$ cat src/rtl/snn_ctrl.sv
// Control FSM for the SNN digit classifier: unpacks a UART-received binary image into
// the input RAM, runs snn_core and sends the result digit as ASCII. Option: SNN_CTRL_TIMEOUT_EN.
module snn_ctrl #(
  parameter int NUM_BYTES      = 98,
  parameter int ADDR_W         = 10,
  parameter int TIMEOUT_CYCLES = 2**20
) (
  input  logic              clk,
  input  logic              rst_n,
  input  logic              rx_rdy,
  input  logic [7:0]        rx_data,
  output logic              ram_we,
  output logic [ADDR_W-1:0] ram_addr,
  output logic              ram_data,
  output logic              core_start,
  input  logic              core_done,
  input  logic [3:0]        core_digit,
  input  logic              tx_rdy,
  output logic              tx_start,
  output logic [7:0]        tx_data,
  output logic [3:0]        digit,
  output logic              busy,
  output logic              overrun
);

  // Handshake: rx_rdy, core_done and tx_start/core_start are single-cycle pulses;
  // tx_rdy is a level, and a byte is sent only in a TX cycle where tx_rdy is high.
  typedef enum logic [2:0] {
    S_IDLE, S_LOAD, S_UNPACK, S_START, S_WAIT, S_TX
  } state_e;

  localparam logic [6:0] LAST_BYTE = 7'(NUM_BYTES - 1);

  state_e     state_q, state_d;
  logic [7:0] shift_q, shift_d;
  logic [7:0] hold_q, hold_d;
  logic       pending_q, pending_d;
  logic [6:0] byte_cnt_q, byte_cnt_d;
  logic [2:0] bit_cnt_q, bit_cnt_d;
  logic [3:0] digit_q, digit_d;
  logic       overrun_q, overrun_d;

`ifdef SNN_CTRL_TIMEOUT_EN
  localparam int TW = $clog2(TIMEOUT_CYCLES + 1);
  localparam logic [TW-1:0] TLIM = TW'(TIMEOUT_CYCLES - 1);
  logic [TW-1:0] wait_cnt_q, wait_cnt_d;
  logic          timed_out_q, timed_out_d;
`endif

  always_ff @(posedge clk or negedge rst_n) begin
    if (!rst_n) begin
      state_q     <= S_IDLE;
      shift_q     <= '0;
      hold_q      <= '0;
      pending_q   <= 1'b0;
      byte_cnt_q  <= '0;
      bit_cnt_q   <= '0;
      digit_q     <= '0;
      overrun_q   <= 1'b0;
`ifdef SNN_CTRL_TIMEOUT_EN
      wait_cnt_q  <= '0;
      timed_out_q <= 1'b0;
`endif
    end else begin
      state_q     <= state_d;
      shift_q     <= shift_d;
      hold_q      <= hold_d;
      pending_q   <= pending_d;
      byte_cnt_q  <= byte_cnt_d;
      bit_cnt_q   <= bit_cnt_d;
      digit_q     <= digit_d;
      overrun_q   <= overrun_d;
`ifdef SNN_CTRL_TIMEOUT_EN
      wait_cnt_q  <= wait_cnt_d;
      timed_out_q <= timed_out_d;
`endif
    end
  end

  always_comb begin
    state_d     = state_q;
    shift_d     = shift_q;
    hold_d      = hold_q;
    pending_d   = pending_q;
    byte_cnt_d  = byte_cnt_q;
    bit_cnt_d   = bit_cnt_q;
    digit_d     = digit_q;
    overrun_d   = overrun_q;
`ifdef SNN_CTRL_TIMEOUT_EN
    wait_cnt_d  = wait_cnt_q;
    timed_out_d = timed_out_q;
`endif
    ram_we      = 1'b0;
    ram_addr    = '0;
    ram_data    = 1'b0;
    core_start  = 1'b0;
    tx_start    = 1'b0;
    tx_data     = 8'h00;

    case (state_q)
      S_IDLE: begin
        if (rx_rdy) begin
          shift_d    = rx_data;
          byte_cnt_d = '0;
          bit_cnt_d  = '0;
          state_d    = S_UNPACK;
        end
      end
      S_LOAD: begin
        // A held byte is older than any byte arriving now, so it goes first.
        if (pending_q) begin
          shift_d   = hold_q;
          pending_d = 1'b0;
          state_d   = S_UNPACK;
          if (rx_rdy) begin
            hold_d    = rx_data;
            pending_d = 1'b1;
          end
        end else if (rx_rdy) begin
          shift_d = rx_data;
          state_d = S_UNPACK;
        end
      end
      S_UNPACK: begin
        ram_we    = 1'b1;
        ram_data  = shift_q[0];
        ram_addr  = ADDR_W'({byte_cnt_q, bit_cnt_q});
        shift_d   = {1'b0, shift_q[7:1]};
        bit_cnt_d = bit_cnt_q + 3'd1;
        if (bit_cnt_q == 3'd7) begin
          byte_cnt_d = byte_cnt_q + 7'd1;
          state_d    = (byte_cnt_q == LAST_BYTE) ? S_START : S_LOAD;
        end
        if (rx_rdy) begin
          if (pending_q) begin
            overrun_d = 1'b1;
          end else begin
            hold_d    = rx_data;
            pending_d = 1'b1;
          end
        end
      end
      S_START: begin
        core_start = 1'b1;
        state_d    = S_WAIT;
`ifdef SNN_CTRL_TIMEOUT_EN
        wait_cnt_d  = '0;
        timed_out_d = 1'b0;
`endif
      end
      S_WAIT: begin
        if (core_done) begin
          digit_d = core_digit;
          state_d = S_TX;
        end
`ifdef SNN_CTRL_TIMEOUT_EN
        else if (wait_cnt_q == TLIM) begin
          timed_out_d = 1'b1;
          state_d     = S_TX;
        end else begin
          wait_cnt_d = wait_cnt_q + TW'(1);
        end
`endif
      end
      S_TX: begin
        if (tx_rdy) begin
          tx_start = 1'b1;
`ifdef SNN_CTRL_TIMEOUT_EN
          tx_data  = timed_out_q ? 8'h3F : (8'h30 + {4'h0, digit_q});
`else
          tx_data  = 8'h30 + {4'h0, digit_q};
`endif
          byte_cnt_d = '0;
          bit_cnt_d  = '0;
          pending_d  = 1'b0;
          state_d    = S_IDLE;
        end
      end
      default: state_d = S_IDLE;
    endcase

    // Bytes arriving while the core owns the frame have nowhere to go.
    if ((state_q == S_START || state_q == S_WAIT || state_q == S_TX) && rx_rdy) begin
      overrun_d = 1'b1;
    end
  end

  assign digit   = digit_q;
  assign overrun = overrun_q;
  assign busy    = (state_q != S_IDLE);

endmodule
$ cat config.mk
export PLATFORM = sky130hd
export DESIGN_NAME = snn_ctrl
export DESIGN_NICKNAME = d
export VERILOG_FILES = /design/src/rtl/snn_ctrl.sv
export SDC_FILE = /design/constraint.sdc
export NUM_CORES = 1
export LEC_CHECK = 0
export CORE_MARGIN = 3
export CORE_UTILIZATION = 35
export CTS_CLUSTER_DIAMETER = 100
export DETAILED_ROUTE_END_ITERATION = 10
export GPL_TIMING_DRIVEN = 0
export HOLD_SLACK_MARGIN = 0.02
export PLACE_DENSITY = 0.6
export SLEW_MARGIN = 15
export SYNTH_ARGS = -nofsm -noshare
export SYNTH_HDL_FRONTEND = slang
export SYNTH_SLANG_ARGS = --single-unit
export TNS_END_PERCENT = 20
$ cat constraint.sdc
create_clock -name clk -period 2.46 [get_ports clk]
set_clock_uncertainty 0.1 [all_clocks]
set_input_delay 0.369 -clock clk [delete_from_list [all_inputs] [get_ports clk]]
set_output_delay 0.369 -clock clk [all_outputs]
set_load 0.01 [all_outputs]
Word-level counts from Yosys, hierarchy flattened
Cells that the tools add are included.
{"block": "totals", "register_bits": 35, "inputBits": 17, "output_inout_bits": 28}
{"block": "classes", "addsub": 3, "eq_ne": 15, "mux": 38, "n_reduce_logical": 19}
{"cell": "$mux 8", "count": 6}
{"cell": "$mux 7", "count": 5}
{"cell": "$pmux 8 s3", "count": 1}
{"cell": "$pmux 7 s3", "count": 1}
{"cell": "$mux 3", "count": 6}
{"cell": "$pmux 3 s6", "count": 1}
{"cell": "$ne 2x2->1 const B", "count": 8}
{"cell": "$pmux 8 s2", "count": 1}
{"cell": "$mux 1", "count": 13}
{"cell": "$reduce_and 3->1", "count": 4}
{"cell": "$reduce_bool 3->1", "count": 4}
{"cell": "$mux 10", "count": 1}
{"cell": "$eq 3x3->1 const B", "count": 3}
{"cell": "$pmux 3 s3", "count": 1}
{"cell": "$reduce_bool 2->1", "count": 4}
{"cell": "$add 6x4->7 const A", "count": 1}
{"cell": "$add 7x1->7 const B", "count": 1}
{"cell": "$eq 7x7->1 const B", "count": 1}
{"cell": "$eq 3x2->1 const B", "count": 2}
{"cell": "$reduce_and 5->1", "count": 1}
{"cell": "$reduce_and 4->1", "count": 1}
{"cell": "$add 3x1->3 const B", "count": 1}
{"cell": "$eq 3x1->1 const B", "count": 1}
{"cell": "$logic_not 3->1", "count": 1}
{"cell": "other kinds (5)", "count": 6}

Longest topological paths before layout
{"block": "logic_depth", "depth_word": 6, "ltp_mapped": 7, "depth_no_buf": 6}

Worst setup path before layout
OpenSTA, ideal clock, no wires.
{"block": "synth_path", "path_type": "flip-flop to flip-flop", "from": "register bit_cnt_q[0]", "to": "register byte_cnt_q[0]", "setup_time_ns": 0.118, "arrival_time_ns": 1.591, "required_ns": 2.242, "path_slack_ns": 0.650, "path_stages_with_launch": 8, "path_cell_list": "dfrtp_1 > ha_1 > ha_1 > mux2_2 > a21oi_2 > buf_2 > nor3_1 > a21o_1"}
{"block": "synth_via", "elab_chain_len": 3}
{"item": "start: declaration", "line_no": "39", "text": "logic [2:0] bit_cnt_q, bit_cnt_d;"}
{"item": "start signal: assignment", "line_no": "70", "text": "bit_cnt_q <= bit_cnt_d;"}
{"item": "$eq 3x3->1", "line_no": "130", "text": "if (bit_cnt_q == 3'd7) begin"}
{"item": "$ne 2x2->1 (no line)"}
{"item": "$reduce_and 4->1 (no line)"}
{"item": "end signal: assignment", "line_no": "69", "text": "byte_cnt_q <= byte_cnt_d;"}
{"item": "end: declaration", "line_no": "38", "text": "logic [6:0] byte_cnt_q, byte_cnt_d;"}
Every way passes these cells.
A chain may end at the register's enable or synchronous reset.

Worst setup path after layout
{"block": "layout_path", "from": "register state_q[1]", "to": "output port ram_data"}
{"block": "layout_via", "elab_chain_len": 2}
{"item": "start: declaration", "line_no": "34", "text": "state_e state_q, state_d;"}
{"item": "start signal: assignment", "line_no": "65", "text": "state_q <= state_d;"}
{"item": "$eq 3x2->1", "line_no": "100", "text": "case (state_q)"}
{"item": "$mux 1", "line_no": "100"}
{"item": "end: declaration", "line_no": "14", "text": "output logic ram_data,"}
Every way passes these cells.

==> flow_summary.toml <==
[logic_synthesis]
yosys-top-cells-count = "dfrtp_1 (35), a21oi_1 (19), o21ai_0 (17), nor2_1 (15), mux2_2 (13)"
ys.warnings.count = 0
yosysSeqAreaShare_pct = 42.35
yosysMostFrequentCell = "dfrtp_1"
netlist_instances = 226
ys_types = 37
ys_top_cells_by_area = "dfrtp_1 (42%), mux2_2 (7.1%), a21oi_1 (4.6%)"
syn_area_mm2 = 0.002068
ys_ff_latch = 35
synthArstFlopShare_pct = 100.0
synth_ff_type = "dfrtp_1"
yosys.area.top_type_share_pct = 42.35
syn_avg_cell_area_um2 = 9.151
synth-edff-count = 0
synth_area_leader_cell = "dfrtp_1"

[drt]
routed-wl-met3_um = 247
drtIter0Drc = 130
ant_nets = 0
top_layer = "met4"
drt_drc_violations_left = 0
wl_met1_um = 2589
wl_per_cell_um = 15.11
wl_um = 5288
routed_via_density = 5.274
wl_met2_um = 2362
firstDrtPassIters = 6
via_count = 1846

[min_path]
hold_path_class = "reg -> reg"
min_path_cells = 1

[global_routing]
grt_max_degree = 19
grt_pass1_vias = 1832
grt_remaining_overflow = 0
grt_pass1_wl_um = 9149
antenna_found_initial = 0
grtUsageTotal_pct = 16.28

[finish]
design_area_mm2 = 0.002744
drive_above_1_share_pct = 15.11
final_core_util_pct = 48.93
diodes = 0
fin_nets = 299
syn_to_final_growth_pct = 32.67
final_cells = 350

[floorplan]
die_w_um = 82.87
core_area_mm2 = 0.005608
rows = 27
die_area_mm2 = 0.006867
fp.dieH_um = 82.87
io-pin-count = 45
initial_core_util_pct = 36.88

[critical_path]
worstSetupPathType = "reg -> out"
cp-end-kind = "primary output"
cp-start-kind = "flop"
cp_max_fo = 10
rr_worst_depth = 7
cp.required_ns = 1.99
crit_arrival_ns = 1.88

[power_and_ir_drop]
p_leak_nw = 1.196
ir_drop_v = 0.0005671
power_density_mw_per_mm2 = 1053

[clock_tree]
clk_pin_slew_ns = 0.07
h-tree-depth = 2
cts_tree = "done"
cts_buffer_depth = 2
clk-insertion-delay-late_ns = 0.29
root_buffer = "clkbuf_8"
numClockSinks = 35
cts-buffers-inserted = 5

[timing]
fin_crit_ns = 2.346
rsz0062_at_grt = "false"
worst_slack_ns = 0.1141
report.final.slew_viol_count = 0
fin_crit_sh_pct = 95.36
timing_hold_violations_final = 0
slew_headroom_pct = 55.77
finalSetupViolCount = 0
fmax_mhz = 426.3
hold_slack_ns = 0.3637
tightest_slew_ns = 0.6635

[place]
dpl.cell_count = 342
dp_hpwl_um = 3818
place_ws_ns = -0.2135
io_buffer_count = 42
placed_cell_area_mm2 = 0.002605
place_congestion = 0.7828

[run_status]
outcome = "complete, no violations"

[flow_run]
cap_violations = 0
[through the flow]
step	power [mW]	TNS, ns
floorplan	1.877	0
global placement	2.383	-1.899
detailed placement	2.403	-1.668
CTS	2.883	0
global route	3.129	0
finish	2.890	0
[cell type report]
cell class,instances,area (um2)
Fill cell,570,2864
Multi-Input combinational cell,162,1064
Sequential cell,35,877.1
Timing Repair Buffer,44,455.4
Buffer,20,132.6
Tap cell,72,90.09
Clock buffer,6,82.58
Inverter,10,37.54
Clock inverter,1,5.005
[worst max-delay path, stage by stage (launching register included)]
cell and delay, ns:
dfrtp_2 0.43, buf_6 0.16, buf_6 0.15, clkbuf_8 0.16
and3_1 0.15, clkdlybuf4s50_1 0.54
[final timing paths]
path	from	to	slack, ns
setup / recovery	state_q[1]$_DFFE_PN0P_	ram_data	0.11
hold / removal	overrun$_DFFE_PN0P_	overrun$_DFFE_PN0P_	0.36
setup reg to reg	bit_cnt_q[0]$_DFFE_PN0P_	byte_cnt_q[6]$_DFFE_PN0P_	0.44
hold reg to reg	overrun$_DFFE_PN0P_	overrun$_DFFE_PN0P_	0.36
max in group asynchronous	rst_n	state_q[1]$_DFFE_PN0P_	1.35
min in group asynchronous	rst_n	shift_q[4]$_DFFE_PN0P_	0.46
[layout by cell type (no fill, tap or decap), types with 5 or more instances in the layout]
master           count
clkdlybuf4s50_1     40
dfrtp_1             34
a21oi_1             19
o21ai_0             17
nor2_1              14
mux2_2              13
and3_1              12
inv_1               10
nand3_1             10
a211oi_1             8
buf_4                7
nand2_1              7
clkbuf_8             7
nand2b_1             7
o2bb2ai_1            7
a21boi_0             6
or3_1                5
clkbuf_1             5
[cell families after synthesis]
| group | count (synthesis) | share of synthesized area, % |
|---|---|---|
| compound gates | 70 | 21.54 |
| fa+ha+maj | 4 | 2.420 |
| buf+inv | 30 | 6.775 |
| flops | 35 | 42.35 |
| mux | 15 | 8.046 |
| other cells | 1 | 0.1813 |
| simple gates | 71 | 18.69 |
[what timing repair did]
item,CTS,global route
setup buffers,0,0
hold endpoints to repair,17,0
gates resized for setup,11,7
endpoints found under the setup margin,14,19
hold buffers,1,0
[flip-flops by register name, indices dropped and copies added, names as in the netlist]
signal and count:
shift_q 8, state_q 3, pending_q 1, byte_cnt_q 7
hold_q 8, overrun 1, digit 4, bit_cnt_q 3
[where the power goes]
part | switching, mW | internal, mW | leakage [nW]
combinational | 0.776 | 0.714 | 0.716
sequential | 0.167 | 0.808 | 0.433
clock | 0.206 | 0.220 | 0.0470
[layer usage]
metal	up-vias	track usage, %
met2	53	24.05
met4	0	6.389
met5	-	0
met1	873	23.28
li1	912	-
met3	8	3.274
Note: power is estimated with default switching activity, not from simulation.
